### src/rtl/pipelined_addsub.sv
// pipelined_addsub: pipelined two's-complement adder/subtractor with handshake and flags.
//
// The operands are split into STAGES chunks of CW = WIDTH/STAGES bits. WIDTH must be a
// multiple of STAGES. The accept edge loads an operand register that holds a, the
// conditionally inverted b and the initial carry. Stage k then adds chunk k and
// registers the carry for stage k+1. A result therefore shows up STAGES edges after its
// accept edge. The pipe holds STAGES+1 slots, and all of them stall together.
//
// Ports
//   clk        rising-edge clock
//   reset      synchronous, active-high; empties the pipe and clears the outputs
//   in_valid   operand beat valid
//   in_ready   beat accepted this cycle (= advance)
//   a, b       operands, WIDTH bits
//   cin        carry in, used by ADC/SBC only
//   op         00 ADD, 01 SUB, 10 ADC, 11 SBC
//   out_valid  result beat valid
//   out_ready  consumer accepts the result
//   s          result, modulo 2^WIDTH
//   cout       carry out of MSB (SUB/SBC: 1 = no borrow)
//   overflow   signed overflow
//   zero       s == 0
//   negative   s[WIDTH-1]
module pipelined_addsub #(
  parameter int unsigned WIDTH  = 16,
  parameter int unsigned STAGES = 4
) (
  input  logic             clk,
  input  logic             reset,
  input  logic             in_valid,
  output logic             in_ready,
  input  logic [WIDTH-1:0] a,
  input  logic [WIDTH-1:0] b,
  input  logic             cin,
  input  logic [1:0]       op,
  output logic             out_valid,
  input  logic             out_ready,
  output logic [WIDTH-1:0] s,
  output logic             cout,
  output logic             overflow,
  output logic             zero,
  output logic             negative
);

  localparam int unsigned CW = WIDTH / STAGES;

  // Slot 0 is the operand register. Slot k+1 is the output of stage k.
  // w: remaining a chunks in the low part, finished sum chunks shifted in from the top.
  //    After STAGES stages it holds the full result in natural order.
  // b: rotated right by one chunk per stage, so the current chunk is always at the bottom.
  logic [STAGES:0][WIDTH-1:0] w_q, w_d;
  logic [STAGES:0][WIDTH-1:0] b_q, b_d;
  logic [STAGES:0]            c_q, c_d;
  logic [STAGES:0]            v_q, v_d;
  logic                       ovf_q, ovf_d;
  logic                       zero_q, zero_d;

  logic                       advance;
  logic [CW:0]                chunk;
  logic                       cmsb;

  assign advance  = ~v_q[STAGES] | out_ready;
  assign in_ready = advance;

  always_comb begin
    w_d    = w_q;
    b_d    = b_q;
    c_d    = c_q;
    v_d    = v_q;
    chunk  = '0;
    cmsb   = 1'b0;
    ovf_d  = ovf_q;
    zero_d = zero_q;

    // Operand prep. The initial carry is 0 for ADD, 1 for SUB, and cin for ADC/SBC.
    w_d[0] = a;
    b_d[0] = op[0] ? ~b : b;
    c_d[0] = op[1] ? cin : op[0];
    v_d[0] = in_valid;

    for (int k = 0; k < int'(STAGES); k++) begin
      chunk    = {1'b0, w_q[k][CW-1:0]} + {1'b0, b_q[k][CW-1:0]} + {{CW{1'b0}}, c_q[k]};
      w_d[k+1] = (w_q[k] >> CW) | (WIDTH'(chunk[CW-1:0]) << (WIDTH - CW));
      b_d[k+1] = (b_q[k] >> CW) | (b_q[k] << (WIDTH - CW));
      c_d[k+1] = chunk[CW];
      v_d[k+1] = v_q[k];
    end

    // chunk now holds the last stage's sum. Recover the carry into the MSB from the sum bit.
    cmsb   = w_q[STAGES-1][CW-1] ^ b_q[STAGES-1][CW-1] ^ chunk[CW-1];
    ovf_d  = cmsb ^ chunk[CW];
    zero_d = (w_d[STAGES] == '0);
  end

  always_ff @(posedge clk) begin
    if (reset) begin
      w_q    <= '0;
      b_q    <= '0;
      c_q    <= '0;
      v_q    <= '0;
      ovf_q  <= 1'b0;
      zero_q <= 1'b0;
    end else if (advance) begin
      w_q    <= w_d;
      b_q    <= b_d;
      c_q    <= c_d;
      v_q    <= v_d;
      ovf_q  <= ovf_d;
      zero_q <= zero_d;
    end
  end

  assign out_valid = v_q[STAGES];
  assign s         = w_q[STAGES];
  assign cout      = c_q[STAGES];
  assign overflow  = ovf_q;
  assign zero      = zero_q;
  assign negative  = w_q[STAGES][WIDTH-1];

  // The rotated b copy after the last stage has no consumer.
  logic unused_b_tail;
  assign unused_b_tail = ^b_q[STAGES];

endmodule

### config.mk
export PLATFORM = sky130hd
export DESIGN_NAME = pipelined_addsub
export DESIGN_NICKNAME = d
export VERILOG_FILES = /design/src/rtl/pipelined_addsub.sv
export SDC_FILE = /design/constraint.sdc
export NUM_CORES = 1
export LEC_CHECK = 0
export ABC_CLOCK_PERIOD_IN_PS = 4600
export BUFFER_PORTS_ARGS = -buffer_cell sky130_fd_sc_hd__buf_2
export CELL_PAD_IN_SITES_DETAIL_PLACEMENT = 1
export CELL_PAD_IN_SITES_GLOBAL_PLACEMENT = 2
export CORE_MARGIN = 2
export CORE_UTILIZATION = 37
export DETAILED_ROUTE_END_ITERATION = 12
export GPL_TIMING_DRIVEN = 0
export PLACE_DENSITY_LB_ADDON = 0.1
export SLEW_MARGIN = 10
export SYNTH_ARGS = -nofsm -noshare
export SYNTH_HDL_FRONTEND = slang
export SYNTH_SLANG_ARGS = --single-unit
### constraint.sdc
create_clock -name clk -period 4.6 [get_ports clk]
set_clock_uncertainty 0.15 [all_clocks]
set_input_delay 0.46 -clock clk [delete_from_list [all_inputs] [get_ports clk]]
set_output_delay 0.46 -clock clk [all_outputs]
set_load 0.02 [all_outputs]
After elaboration in Yosys (flattened, before gate mapping)
Index checks and enable logic that the tools add are counted.
{ "word_totals": {"latch_bits": 0, "regBits": 132, "romBits": 0, "memories": 0, "mem_bits_rw": 0, "output_inout_bits": 22} }
{ "op_classes": {"reduce_logical": 1, "eq_ne": 0, "mul": 0, "n_lt_le_gt_ge": 0, "shift": 0, "div": 0, "n_bitwise": 13, "muxes": 2, "add_sub_neg": 8} }
{ "op_table": {"columns": ["op", "count"], "rows": [
  ["bitwise OR 12 x 16 -> 16 bit", 4],
  ["adder 4 x 4 -> 5 bit", 4],
  ["adder 5 x 1 -> 5 bit", 4],
  ["logical NOT 16 bit", 1],
  ["two-way mux 16 bit", 1],
  ["NOT 16 bit", 1],
  ["bitwise OR 12 x 1 -> 12 bit (second input constant)", 1],
  ["bitwise OR 8 x 1 -> 8 bit (second input constant)", 1],
  ["bitwise OR 4 x 1 -> 4 bit (second input constant)", 1],
  ["bitwise XOR 1 bit", 3],
  ["two-way mux 1 bit", 1],
  ["NOT 1 bit", 1],
  ["bitwise OR 1 bit", 1]
]} }

Logic depth before layout (Yosys ltp)
{ "depth": {"depth_word": 4, "mapped_depth": 7} }

Worst setup path before layout
OpenSTA, ideal clock, no wires.
{ "synth_path": {"path_kind": "register to register", "from": "reg w_q[48] (netlist bit)", "to": "reg ovf_q (netlist: overflow)", "arrival_time_ns": 1.778, "path_stages_with_launch": 7, "required_time_ns": 4.364, "path_slack_ns": 2.586, "path_cell_list": "dfxtp_1 fa_1 fa_1 a21o_1 a21oi_2 xnor2_1 a211oi_1"} }
{ "synth_between": {"elab_chain_cells": 4} }
{ "synth_rtl": {"columns": ["element", "line", "text"], "rows": [
  ["start, declared", "51", "logic [STAGES:0][WIDTH-1:0] w_q, w_d;"],
  ["start signal, assigned", "104", "w_q <= w_d;"],
  ["adder 4 x 4 -> 5 bit (*)", "82", "chunk = {1'b0, w_q[k][CW-1:0]} + {1'b0, b_q[k][CW-1:0]} + {{CW{1'b0}}, c_q[k]};"],
  ["adder 5 x 1 -> 5 bit (*)", "82", null],
  ["bitwise XOR 1 bit", "90", "cmsb = w_q[STAGES-1][CW-1] ^ b_q[STAGES-1][CW-1] ^ chunk[CW-1];"],
  ["bitwise XOR 1 bit (*)", "91", "ovf_d = cmsb ^ chunk[CW];"],
  ["end signal, assigned", "108", "ovf_q <= ovf_d;"],
  ["end, declared", "55", "logic ovf_q, ovf_d;"]
]} }
Mark *: on every way between the ends. The rest lies on a longest branch, timed or not.
A chain may end at the register's enable or synchronous reset.

Worst setup path in the final report
{ "layout_path": {"from": "reg v_q[4]", "to": "out in_ready"} }
{ "layout_between": {"elab_chain_cells": 2} }
{ "layout_rtl": {"columns": ["element", "line", "text"], "rows": [
  ["start, declared", "54", "logic [STAGES:0] v_q, v_d;"],
  ["start signal, assigned", "107", "v_q <= v_d;"],
  ["NOT 1 bit", "62", "assign advance = ~v_q[STAGES] | out_ready;"],
  ["bitwise OR 1 bit", "62", null],
  ["end, declared", "31", "output logic in_ready,"]
]} }
No other way between the ends.

==> metrics <==
WS Path Type=reg -> out; buffers inserted by post-CTS timing repair=0; commonest non-fill, non-tap cell in the layout=nand2_1; hold path cells=3; Setup-failing EPs final=0; cts repair resizes=0; post-synthesis cell type count=35; setup tns final=0 ns; relative slew slack=57.56%; sequential share of the synthesized area=48.98%; final hold vios=0; Post-Syn Area per Cell=8.326 µm²; Final Cycle Share=50.58%; R2R setup slack=2.39 ns; TritonCTS buffer count=17; Area growth, synth to finish=19.97%; die boundary width=124.8 µm; Synth Cell Area=5395 µm²; fin util=45.05%; first-pass GRT wire length=23560 µm; RSZ-0062 raised after global routing=false; CP arrival=1.72 ns; Critical Path Start Type=flip-flop; Hold Path Sink=w_q[5]; Area after DPL=5921 µm²; PnR Total Power=2.689 mW; clock root cell=clkbuf_16; Tmin final=2.327 ns; Total GRT Usage=19.40%; Min-Delay Path Class=in -> reg; antenna cells=0; fmax=429.8 MHz; FF-to-FF path depth=6; post-placement setup slack=2.441 ns; Hold Buf Count CTS=0; io pins=61; clock latency on the worst-skew pair=0.42 ns; fin area=6472 µm²; worst path bufs/invs=4; core area=14370 µm²; share of cells above drive strength 1=18.48%; #FFs+latches synth=132; routed len/inst=15.66 µm; Pwr Density=415.5 nW/µm²; Worst R2R Start=w_q[48]; Ys Warns=0; DR vias=4451; CP Capture Type=primary output; Die Footprint=15560 µm²; H-tree depth=4; most frequent cells in the layout=nand2_1 (196), dfxtp_1 (132), a21oi_1 (101), buf_2 (85), nor2_1 (35); hold_sp=a[5]; CP max FO=10; GRT overflow=0; CTS tree=yes; GP Congestion=0.8289; CP most frequent cell=buf_2; post-synth net total=707; slowest stage cell, crit path=dfxtp_1; pin count of the biggest net entering global routing=17; maximum clock path buffer count=2; initial antenna violation count=0; input/output buffers=59; Worst R2R End=overflow; Slew @ Worst Pin=0.6366 ns; Cells after Synth=648; vias in the first global route=4497; Crit path max-delay family=buffers and inverters; # rows=44; CP required=3.99 ns; TritonCTS Sinks=132; CP max stage delay=0.31 ns; Leakage=2.721 nW; starting density of the core=37.55%; Post-Route WL=14410 µm; Worst VDD drop=264.7 µV; vias per cell=4.838; final worst slack=2.273 ns; initial drt markers=190; status=finished, final reports clean; DP HPWL=10940 µm; clk slew on worst S/H paths=0.05 ns; Routed Antenna Nets=0; MaxCap Viol Count=0; Chip Height=124.8 µm; NumNets Final=785; critical path cell sequence=nor2b_2 -> inv_2 -> buf_2 -> buf_2 -> buf_2; 1st-pass router iterations=5; DRC violations left=0; Slew Viols, Final=0
==> synth_stat cells <==
| library cell | count | area, µm² |
|---|---|---|
| ha_1 | 12 | 150.1 |
| nor2_1 | 35 | 131.4 |
| o21a_1 | 1 | 7.510 |
| nand3b_1 | 5 | 37.54 |
| nand3_1 | 3 | 15.01 |
| dfxtp_1 | 132 | 2643 |
| fa_1 | 8 | 160.2 |
| xor2_1 | 2 | 17.52 |
| buf_6 | 2 | 22.52 |
| o21ai_1 | 2 | 10.01 |
| nor3_1 | 2 | 10.01 |
| inv_1 | 13 | 48.80 |
| a21oi_2 | 1 | 8.760 |
| a211oi_1 | 27 | 202.7 |
| nor4_1 | 2 | 12.51 |
| nand4_1 | 1 | 6.260 |
| o21ai_0 | 4 | 20.02 |
| or3_1 | 1 | 6.260 |
| nand2_1 | 196 | 735.7 |
| nand4b_1 | 2 | 17.52 |
| buf_4 | 17 | 127.6 |
| nor3b_1 | 1 | 7.510 |
| a21o_1 | 5 | 37.54 |
| o41ai_2 | 1 | 16.27 |
| xnor2_1 | 18 | 157.7 |
| mux2i_1 | 1 | 10.01 |
| buf_1 | 3 | 11.26 |
| nor2b_1 | 4 | 25.02 |
| a21oi_1 | 101 | 505.5 |
| or4_1 | 3 | 22.52 |
| inv_2 | 1 | 3.750 |
| a21oi_4 | 1 | 16.27 |
| nor2b_2 | 1 | 8.760 |
| clkbuf_1 | 14 | 52.55 |
| buf_2 | 26 | 130.1 |
==> how the worst max path moves through the flow <==
| stage | start | slack (ns) | cells after the start | to |
|---|---|---|---|---|
| finish | v_q[4] | 2.27 | 5 | in_ready |
| global route | v_q[4] | 2.18 | 5 | in_ready |
| CTS | v_q[4] | 2.24 | 5 | in_ready |
| detailed placement | w_q[48] | 2.44 | 6 | overflow |
| global placement | w_q[48] | 2.46 | 6 | overflow |
| floorplan | w_q[48] | 2.59 | 6 | overflow |
==> state kept, by name (all words and copies together), names as in the netlist <==
register / cells
b_q: 40
s: 16
zero: 1
c_q: 5
v_q: 5
overflow: 1
w_q: 64
==> worst min-delay path, delay by kind of cell <==
family / cells / cell delay [ns]
and+or+nand+nor: 1 / 0.04
AOI/OAI and AO/OA: 1 / 0.05
buffers and inverters: 1 / 0.10
==> where the power goes <==
| part | leakage, nW | switching (mW) | total [mW] | internal (mW) |
|---|---|---|---|---|
| Combinational | 1.36 | 0.102 | 0.183 | 0.0805 |
| Clock | 0.278 | 0.466 | 1.27 | 0.801 |
| Sequential | 1.08 | 0.0371 | 1.24 | 1.20 |
==> logic make-up after synthesis <==
logic type,after synthesis,synth area share (%)
XOR/XNOR,20,3.247
buffers and inverters,76,7.351
AND/OR/NAND/NOR,256,19.20
multiplexers,1,0.1855
flip-flops,132,48.98
AO/OA/AOI/OAI,143,15.28
adder cells (fa/ha/maj),20,5.751
==> layer usage <==
layer | global-route usage (%) | routed length (µm) | vias up | share of wire, %
met2 | 31.98 | 6909 | 55 | 48
met3 | 4.553 | 406 | 20 | 2.8
met5 | 0 | 0 | - | 0
met1 | 24.91 | 6873 | 2102 | 48
li1 | - | - | 2274 | -
met4 | 6.808 | 219 | 0 | 1.5
==> area by class of cell <==
class / count / area, µm²
timing repair buffer: 59 / 295.3
sequential: 132 / 2643
clock inverter: 5 / 50.05
tap: 184 / 230.2
inverter: 14 / 52.55
clock buffer: 24 / 501.7
multi-input combinational: 440 / 2356
fill: 1751 / 7896
buffer: 62 / 344.1
==> through the flow <==
stage	hold slack [ns]	cells
finish	0.1336	920
global placement	0.2883	891
global route	0.1255	920
CTS	0.1170	920
detailed placement	0.2975	891
floorplan	0.2819	648
No activity file was read; power rests on OpenSTA's default activity.
